===== src/rtl/digit_reduce_pkg.sv =====
// Shared encodings and sizing helper for the digit reduction engine.
// The result width is derived here so that the engine and the lane reducer agree on it.
package digit_reduce_pkg;

    localparam logic [1:0] MODE_SUM   = 2'b00;
    localparam logic [1:0] MODE_NZCNT = 2'b01;
    localparam logic [1:0] MODE_MAX   = 2'b10;

    localparam logic [1:0] ST_IDLE = 2'd0;
    localparam logic [1:0] ST_RUN  = 2'd1;
    localparam logic [1:0] ST_DONE = 2'd2;

    // Smallest width that holds the sum of every digit at its maximum value.
    function automatic int calc_sum_w(input int data_w, input int digit_w);
        return $clog2((data_w / digit_w) * ((1 << digit_w) - 1) + 1);
    endfunction

endpackage


===== src/rtl/digit_lane_reduce.sv =====
// Combinational merge of LANES digits into the running accumulator for the selected mode.
// Digits are zero-extended to SUM_W; the reserved mode code behaves as SUM.
module digit_lane_reduce
    import digit_reduce_pkg::*;
#(
    parameter int LANES   = 1,
    parameter int DIGIT_W = 4,
    parameter int SUM_W   = 7
) (
    input  logic [LANES*DIGIT_W-1:0] digits,
    input  logic [1:0]               mode,
    input  logic [SUM_W-1:0]         acc,
    output logic [SUM_W-1:0]         acc_next
);

    logic [SUM_W-1:0] dig;

    always_comb begin
        acc_next = acc;
        dig      = '0;
        for (int i = 0; i < LANES; i++) begin
            dig = SUM_W'(digits[i*DIGIT_W +: DIGIT_W]);
            case (mode)
                MODE_NZCNT: begin
                    if (dig != '0) acc_next = acc_next + SUM_W'(1);
                end
                MODE_MAX: begin
                    if (dig > acc_next) acc_next = dig;
                end
                default: acc_next = acc_next + dig;
            endcase
        end
    end

endmodule


===== src/rtl/digit_reduce_engine.sv =====
// Serial digit reducer (sum / nonzero count / max), LANES digits per clock, start/busy/done handshake.
// Define DIGIT_REDUCE_EARLY_EXIT_EN to finish as soon as the remaining digits are all zero.
module digit_reduce_engine
    import digit_reduce_pkg::*;
#(
    parameter int  DATA_W  = 32,
    parameter int  DIGIT_W = 4,
    parameter int  LANES   = 1,
    localparam int SUM_W   = calc_sum_w(DATA_W, DIGIT_W)
) (
    input  logic              clk,
    input  logic              rst,
    input  logic              start,
    input  logic [1:0]        mode,
    input  logic [DATA_W-1:0] num,
    output logic              busy,
    output logic              done,
    output logic [SUM_W-1:0]  result
);

    localparam int NDIG   = DATA_W / DIGIT_W;
    localparam int NSTEP  = NDIG / LANES;
    localparam int SHIFT  = LANES * DIGIT_W;
    localparam int STEP_W = $clog2(NSTEP + 1);
    localparam logic [STEP_W-1:0] LAST_STEP = STEP_W'(NSTEP - 1);

    logic [1:0]        state;
    logic [DATA_W-1:0] shreg;
    logic [DATA_W-1:0] sh_next;
    logic [1:0]        mode_q;
    logic [SUM_W-1:0]  acc;
    logic [SUM_W-1:0]  acc_next;
    logic [STEP_W-1:0] step;
    logic              accept;
    logic              finish;

    digit_lane_reduce #(
        .LANES   (LANES),
        .DIGIT_W (DIGIT_W),
        .SUM_W   (SUM_W)
    ) u_lane (
        .digits   (shreg[SHIFT-1:0]),
        .mode     (mode_q),
        .acc      (acc),
        .acc_next (acc_next)
    );

    assign sh_next = shreg >> SHIFT;
    assign accept  = start && (state != ST_RUN);
    assign busy    = (state == ST_RUN);
    assign done    = (state == ST_DONE);

`ifdef DIGIT_REDUCE_EARLY_EXIT_EN
    // Remaining digits are all zero: they cannot change any mode's result.
    assign finish = (step == LAST_STEP) || (sh_next == '0);
`else
    assign finish = (step == LAST_STEP);
`endif

    always_ff @(posedge clk or posedge rst) begin
        if (rst) begin
            state  <= ST_IDLE;
            shreg  <= '0;
            mode_q <= MODE_SUM;
            acc    <= '0;
            step   <= '0;
            result <= '0;
        end else if (accept) begin
            state  <= ST_RUN;
            shreg  <= num;
            mode_q <= mode;
            acc    <= '0;
            step   <= '0;
        end else begin
            case (state)
                ST_RUN: begin
                    acc   <= acc_next;
                    shreg <= sh_next;
                    step  <= step + STEP_W'(1);
                    if (finish) begin
                        state  <= ST_DONE;
                        result <= acc_next;
                    end
                end
                ST_DONE: state <= ST_IDLE;
                default: state <= ST_IDLE;
            endcase
        end
    end

endmodule


===== config.mk =====
export PLATFORM = sky130hd
export DESIGN_NAME = digit_reduce_engine
export DESIGN_NICKNAME = d
export VERILOG_FILES = /design/src/rtl/digit_reduce_pkg.sv /design/src/rtl/digit_lane_reduce.sv /design/src/rtl/digit_reduce_engine.sv
export SDC_FILE = /design/constraint.sdc
export NUM_CORES = 1
export LEC_CHECK = 0
export ABC_AREA = 1
export CORE_MARGIN = 4
export CORE_UTILIZATION = 45
export DETAILED_ROUTE_END_ITERATION = 8
export HOLD_SLACK_MARGIN = 0.12
export PLACE_DENSITY = 0.75
export REMOVE_ABC_BUFFERS = 1
export SKIP_CTS_REPAIR_TIMING = 1
export SLEW_MARGIN = 10
export SYNTH_ARGS = -nofsm -noshare
export SYNTH_HDL_FRONTEND = slang
export SYNTH_SLANG_ARGS = --single-unit

===== constraint.sdc =====
create_clock -name clk -period 1.85 [get_ports clk]
set_input_delay 0.2775 -clock clk [delete_from_list [all_inputs] [get_ports clk]]
set_output_delay 0.2775 -clock clk [all_outputs]
set_load 0.02 [all_outputs]

==> results of run 1 <==
==> cell type report <==
class                      count  area (um^2)  area share
tap                           77        96.34     0.02520
sequential                    54         1353      0.3537
multi-input combinational    264         1439      0.3763
clock buffer                   5        68.82     0.01800
clock inverter                 3        47.55     0.01243
timing repair buffer          63        613.1      0.1603
inverter                      51        206.4     0.05399
==> state kept, by name, indices dropped and copies added (netlist names) <==
name    flops
acc         7
mode_q      2
result      7
shreg      32
state       2
step        4
==> synth_stat cells (all sizes together) <==
library cell,instances,area (um^2)
buf,12,71.31
nand3,38,190.2
fa,1,20.02
clkinv,1,16.27
or2,1,6.260
nor2,13,77.57
nand3b,1,11.26
inv,50,190.2
a21oi,7,35.03
ha,12,150.1
a22o,1,8.760
o221ai,9,78.83
xor2,4,35.03
clkbuf,2,7.510
a31oi,1,6.260
o211ai,14,105.1
dfrtp,54,1351
o21ai,15,75.07
nand2,140,553.0
nand4,6,37.54
o2111ai,1,8.760
==> placed cells by master (no fill, tap or decap), types with 2 or more instances in the layout <==
cell / n
nand2_4: 3
nand3_2: 2
buf_12: 2
xor2_1: 4
nor2_2: 2
nand4_1: 6
o211ai_1: 14
buf_4: 16
ha_1: 9
inv_1: 40
o221ai_1: 9
nand2_1: 135
nor2_1: 9
ha_4: 2
dfrtp_1: 53
o21ai_1: 5
nand3_1: 36
o21ai_0: 10
inv_2: 9
clkdlybuf4s50_1: 44
nand2_2: 2
a21oi_1: 7
clkbuf_8: 5
==> power by group <==
| part | switching (mW) | leakage, nW | internal, mW |
|---|---|---|---|
| logic | 2.08 | 1.07 | 1.40 |
| registers | 0.307 | 0.697 | 1.64 |
| clock network | 0.422 | 0.0587 | 0.411 |
==> kinds of logic (layout without fill, tap and decap cells) <==
family / after synthesis / after routing / share of synthesized area
AOI/OAI and AO/OA: 48 / 48 / 0.1047
adders and majority gates: 13 / 13 / 0.05606
DFF: 54 / 54 / 0.4452
xor gates and xnor gates: 4 / 4 / 0.01154
buffers and inverters: 65 / 122 / 0.09398
and+or+nand+nor: 199 / 199 / 0.2885
==> worst register-to-register path, delay by kind of cell, from the launching register on <==
family | cells | cell delay [ns]
adders and majority gates | 2 | 0.58
DFF | 1 | 0.41
AOI/OAI and AO/OA | 1 | 0.12
xor gates and xnor gates | 1 | 0.16
and+or+nand+nor | 5 | 0.44
==> final timing paths <==
check,end,slack (ns),depth (start not counted)
max,acc[6],0.06,9
min,step[2],0.32,3
max reg2reg,acc[6],0.06,9
min reg2reg,result[0],0.49,2
max in group asynchronous,step[0],1.29,3
min in group clk,result[0],0.49,2
==> metrics by stage <==
stage	TNS [ns]	total power, mW	hold slack (ns)	util	cells
2_1_floorplan	-6.429	4.189	0.3974	-	369
3_3_place_gp	0	5.200	0.4637	0.5649	507
3_5_place_dp	-0.04028	5.298	0.4699	0.5649	507
4_1_cts	-0.1000	6.146	0.3351	0.5829	515
5_1_grt	-0.03921	6.862	0.3388	0.5920	517
6_report	0	6.263	0.3217	0.5920	517
==> metal layers <==
metal	global-route usage	vias up	share of wire
met2	0.3024	91	0.48
met5	0	-	0
met1	0.2309	1274	0.43
met4	0.06250	0	0.024
met3	0.03339	19	0.061
li1	-	1350	-
==> run metrics, run 1 <==
status=completed; DR WL/cell=13.53 um; Initial DRC Count=132; CTS tree=yes; Post-Place Worst Slack=-0.02086 ns; R2R Path Start=shreg[0]; clock latency on the worst-skew pair=0.31 ns; Routed Antenna Nets=0; fin crit period=1.785 ns; gr ovfl total=0; P&R area growth vs syn=25.97%; Hold Fails Final Rpt=0; peak supply drop=0.6813 mV; Initial Util=0.4700; Yosys cell types=31; row count=29; Cell Chain, Critical Path=ha_2 > fa_2 > nand3_2 > o211ai_1 > nand2_1 > xor2_1 > nand2_1 > nand3_1 > nand2_1; n_diodes=0; Max stage delay on crit path=0.41 ns; clock skew=0.01212 ns; RD Place Congestion=0.9408; post-route design area=3824 um^2; Slew Limit Fails=0; # port buffers=45; syn_area_per_cell=7.925 um^2; DR pass1 iterations=4; RSZ-0062 raised after global routing=yes; DRT Wirelength=6.993 mm; layout cells sized above 1=0.1250; Vias=2734; MaxCap Viol Count=0; Total GRT Usage=0.1794; Final setup violation count=0; Fmax=0.5602 GHz; vias in the first global route=2706; Clk Tree Root Cell=clkbuf_8; io pins=46; final worst slack=0.06487 ns; synthesis-stage register bit count=54; Buf/Inv on CP=0; Die Width=90.13 um; Crit path top cell by count=nand2_1; Crit path arrival time=2.00 ns; Crit Path Class=flop to flop; Setup crit end kind=flop; CP Max Fanout=3; chip height=90.13 um; H-tree depth=2; Seq/Total Area, Yosys=0.4452; Worst-path clk slew=0.11 ns; Fillers=592; slowest CP cell=dfrtp_1; worst path required time=2.07 ns; worst hold path class=input pin to async pin; area of placed instances=3649 um^2; Remaining DRCs=0; Pleak=1.821 nW; Worst Max-Slew Pin Slew=0.4035 ns; crit start category=flop; first-pass GRT wire length=12.24 mm; Inserted Clock Buffers=5; post-route clock period utilization=0.9649; yosys warns=0; Power Dens Cells=1638 nW/um^2; critical path launch point=shreg[0]; Detail Placement HPWL=5.071 mm; Bufs on Longest Clock Path=2; largest net degree at the start of global routing=55; via-per-instance ratio=5.288; Core Box Area=6459 um^2; clock sinks=54; CP delay by family, top=adder cells; Mapped Area=3035 um^2; cells after synthesis=383; Worst slew margin=0.7310; NumNets Final=489; Die ar.=8123 um^2; initial antenna violation count=0
(Power assumes the default switching activity.)
==> run 2, diff against run 1 <==
CORE_UTILIZATION = 49   (was 45)
PLACE_DENSITY = 0.8   (was 0.75)
==> run 2 against run 1 <==
Against the previous run: largest cell class unchanged; critical path type unchanged; via count unchanged; highest routed layer unchanged; clock skew decreased by 0.0040 ns; sequential power about the same; worst hold slack got worse by 0.010 ns; fmax increased by 3.3%; power about the same; clock-buffer cell count increased by 2; largest power group unchanged; combinational power increased by 3%; utilization increased by 5.2 points.
==> run metrics, run 2 (synthesis results as in run 1) <==
Pleak=1.828 nW; CP delay by family, top=adder cells; crit start category=flop; Final setup violation count=0; Setup crit end kind=flop; Post-Place Worst Slack=0.04386 ns; flop-to-flop setup slack=0.12 ns; Crit path top cell by count=nand2_1; r2r worst-path depth=9; Total GRT Usage=0.1994; RSZ-0062 raised after global routing=yes; clock sinks=54; Worst Max-Slew Pin Slew=0.4203 ns; Die Width=86.71 um; Vias=2734; CTS tree=yes; commonest non-fill, non-tap cell in the layout=nand2_1; Crit Path Class=flop to flop; biggest regs=shreg: 32 flops, acc: 7 flops, result: 7 flops; clock skew=0.008133 ns; Most flops, register=shreg; Power Dens Cells=1632 nW/um^2; vias in the first global route=2731; R2R Path Start=acc[0]; RD Place Congestion=0.8807; H-tree depth=2; initial antenna violation count=0; final worst slack=0.1223 ns; peak supply drop=0.8413 mV; Die ar.=7518 um^2; Core Box Area=5956 um^2; chip height=86.71 um; gr ovfl total=0; worst r2r dst=acc[6]; CP Max Fanout=3; Hold Fails Final Rpt=0; Worst-path clk slew=0.10 ns; worst hold slack=0.3115 ns; Inserted Clock Buffers=5; dpl cells=506; final core occ=0.6439; clock latency on the worst-skew pair=0.31 ns; Initial Util=0.5097; largest net degree at the start of global routing=55; Fmax=0.5788 GHz; # port buffers=45; DRT Wirelength=7.055 mm; Remaining DRCs=0; worst hold path class=input pin to async pin; slowest CP cell=dfrtp_1; Cell Chain, Critical Path=ha_4 > fa_2 > nand3_2 > o211ai_1 > nand2_1 > xor2_1 > nand2_1 > nand3_1 > nand2_1; DR pass1 iterations=5; Clk Tree Root Cell=clkbuf_8; fin crit period=1.728 ns; DR WL/cell=13.67 um; MaxCap Viol Count=0; NumNets Final=490; Fillers=543; P&R area growth vs syn=26.34%; post-route clock period utilization=0.9339; Max stage delay on crit path=0.43 ns; Initial DRC Count=170; Detail Placement HPWL=5.158 mm; Crit path arrival time=1.94 ns; layout cells sized above 1=0.1270; Largest register FFs=32; Bufs on Longest Clock Path=2; n_diodes=0; status=completed; commonest cells after routing, fill and taps aside=135 x nand2_1, 53 x dfrtp_1, 44 x clkdlybuf4s50_1; worst path required time=2.06 ns; Buf/Inv on CP=0; Routed Antenna Nets=0; via-per-instance ratio=5.298; row count=28; final cell count without fillers=516; first-pass GRT wire length=12.05 mm; Slew Limit Fails=0; io pins=46; Worst slew margin=0.7198
run 2: power by group:
group	total [mW]	leakage, nW	internal, mW	switching (mW)
logic	3.61	1.08	1.44	2.16
registers	1.96	0.697	1.64	0.320
clock network	0.694	0.0489	0.310	0.384
run 2: cell type report:
class,count,area (um^2),area share
flip-flops and latches,54,1353,0.3527
inverters,51,206.4,0.05383
repair buffers,64,620.6,0.1618
clock buffers,7,86.33,0.02251
well taps,75,93.84,0.02447
clock inverters,1,8.758,0.002284
multi-input cells,264,1466,0.3824
run 2: worst max path at each step:
stage               startpoint   endpoint  slack [ns]  cells past startpoint
floorplan             state[0]   shreg[0]       -0.33                      5
global placement      shreg[0]     acc[6]        0.09                      9
detailed placement      acc[1]  result[3]        0.04                     10
CTS                   state[1]       busy       0.003                      4
global route            acc[0]     acc[6]       -0.03                      9
finish                  acc[0]     acc[6]        0.12                      9
run 2: worst register-to-register path, delay by kind of cell, from the launching register on:
| kind | cells | cell delay, ns |
|---|---|---|
| adder cells (fa/ha/maj) | 2 | 0.56 |
| AO/OA/AOI/OAI | 1 | 0.11 |
| AND/OR/NAND/NOR | 5 | 0.39 |
| XOR/XNOR | 1 | 0.15 |
| flip-flops | 1 | 0.43 |
run 2: routing by layer:
metal / GRT usage / vias to the layer above / routed length (um)
li1: - / 1348 / -
met1: 0.2543 / 1271 / 3053
met2: 0.3414 / 99 / 3470
met3: 0.03327 / 16 / 377
met4: 0.07082 / 0 / 154
met5: 0 / - / 0
run 2: metrics by stage:
stage | area [um^2] | power (mW) | setup TNS, ns
2_1_floorplan | 2957 | 4.189 | -6.429
3_3_place_gp | 3641 | 5.192 | 0
3_5_place_dp | 3641 | 5.315 | 0
4_1_cts | 3736 | 6.042 | 0
5_1_grt | 3835 | 6.828 | -0.03758
6_report | 3835 | 6.258 | 0
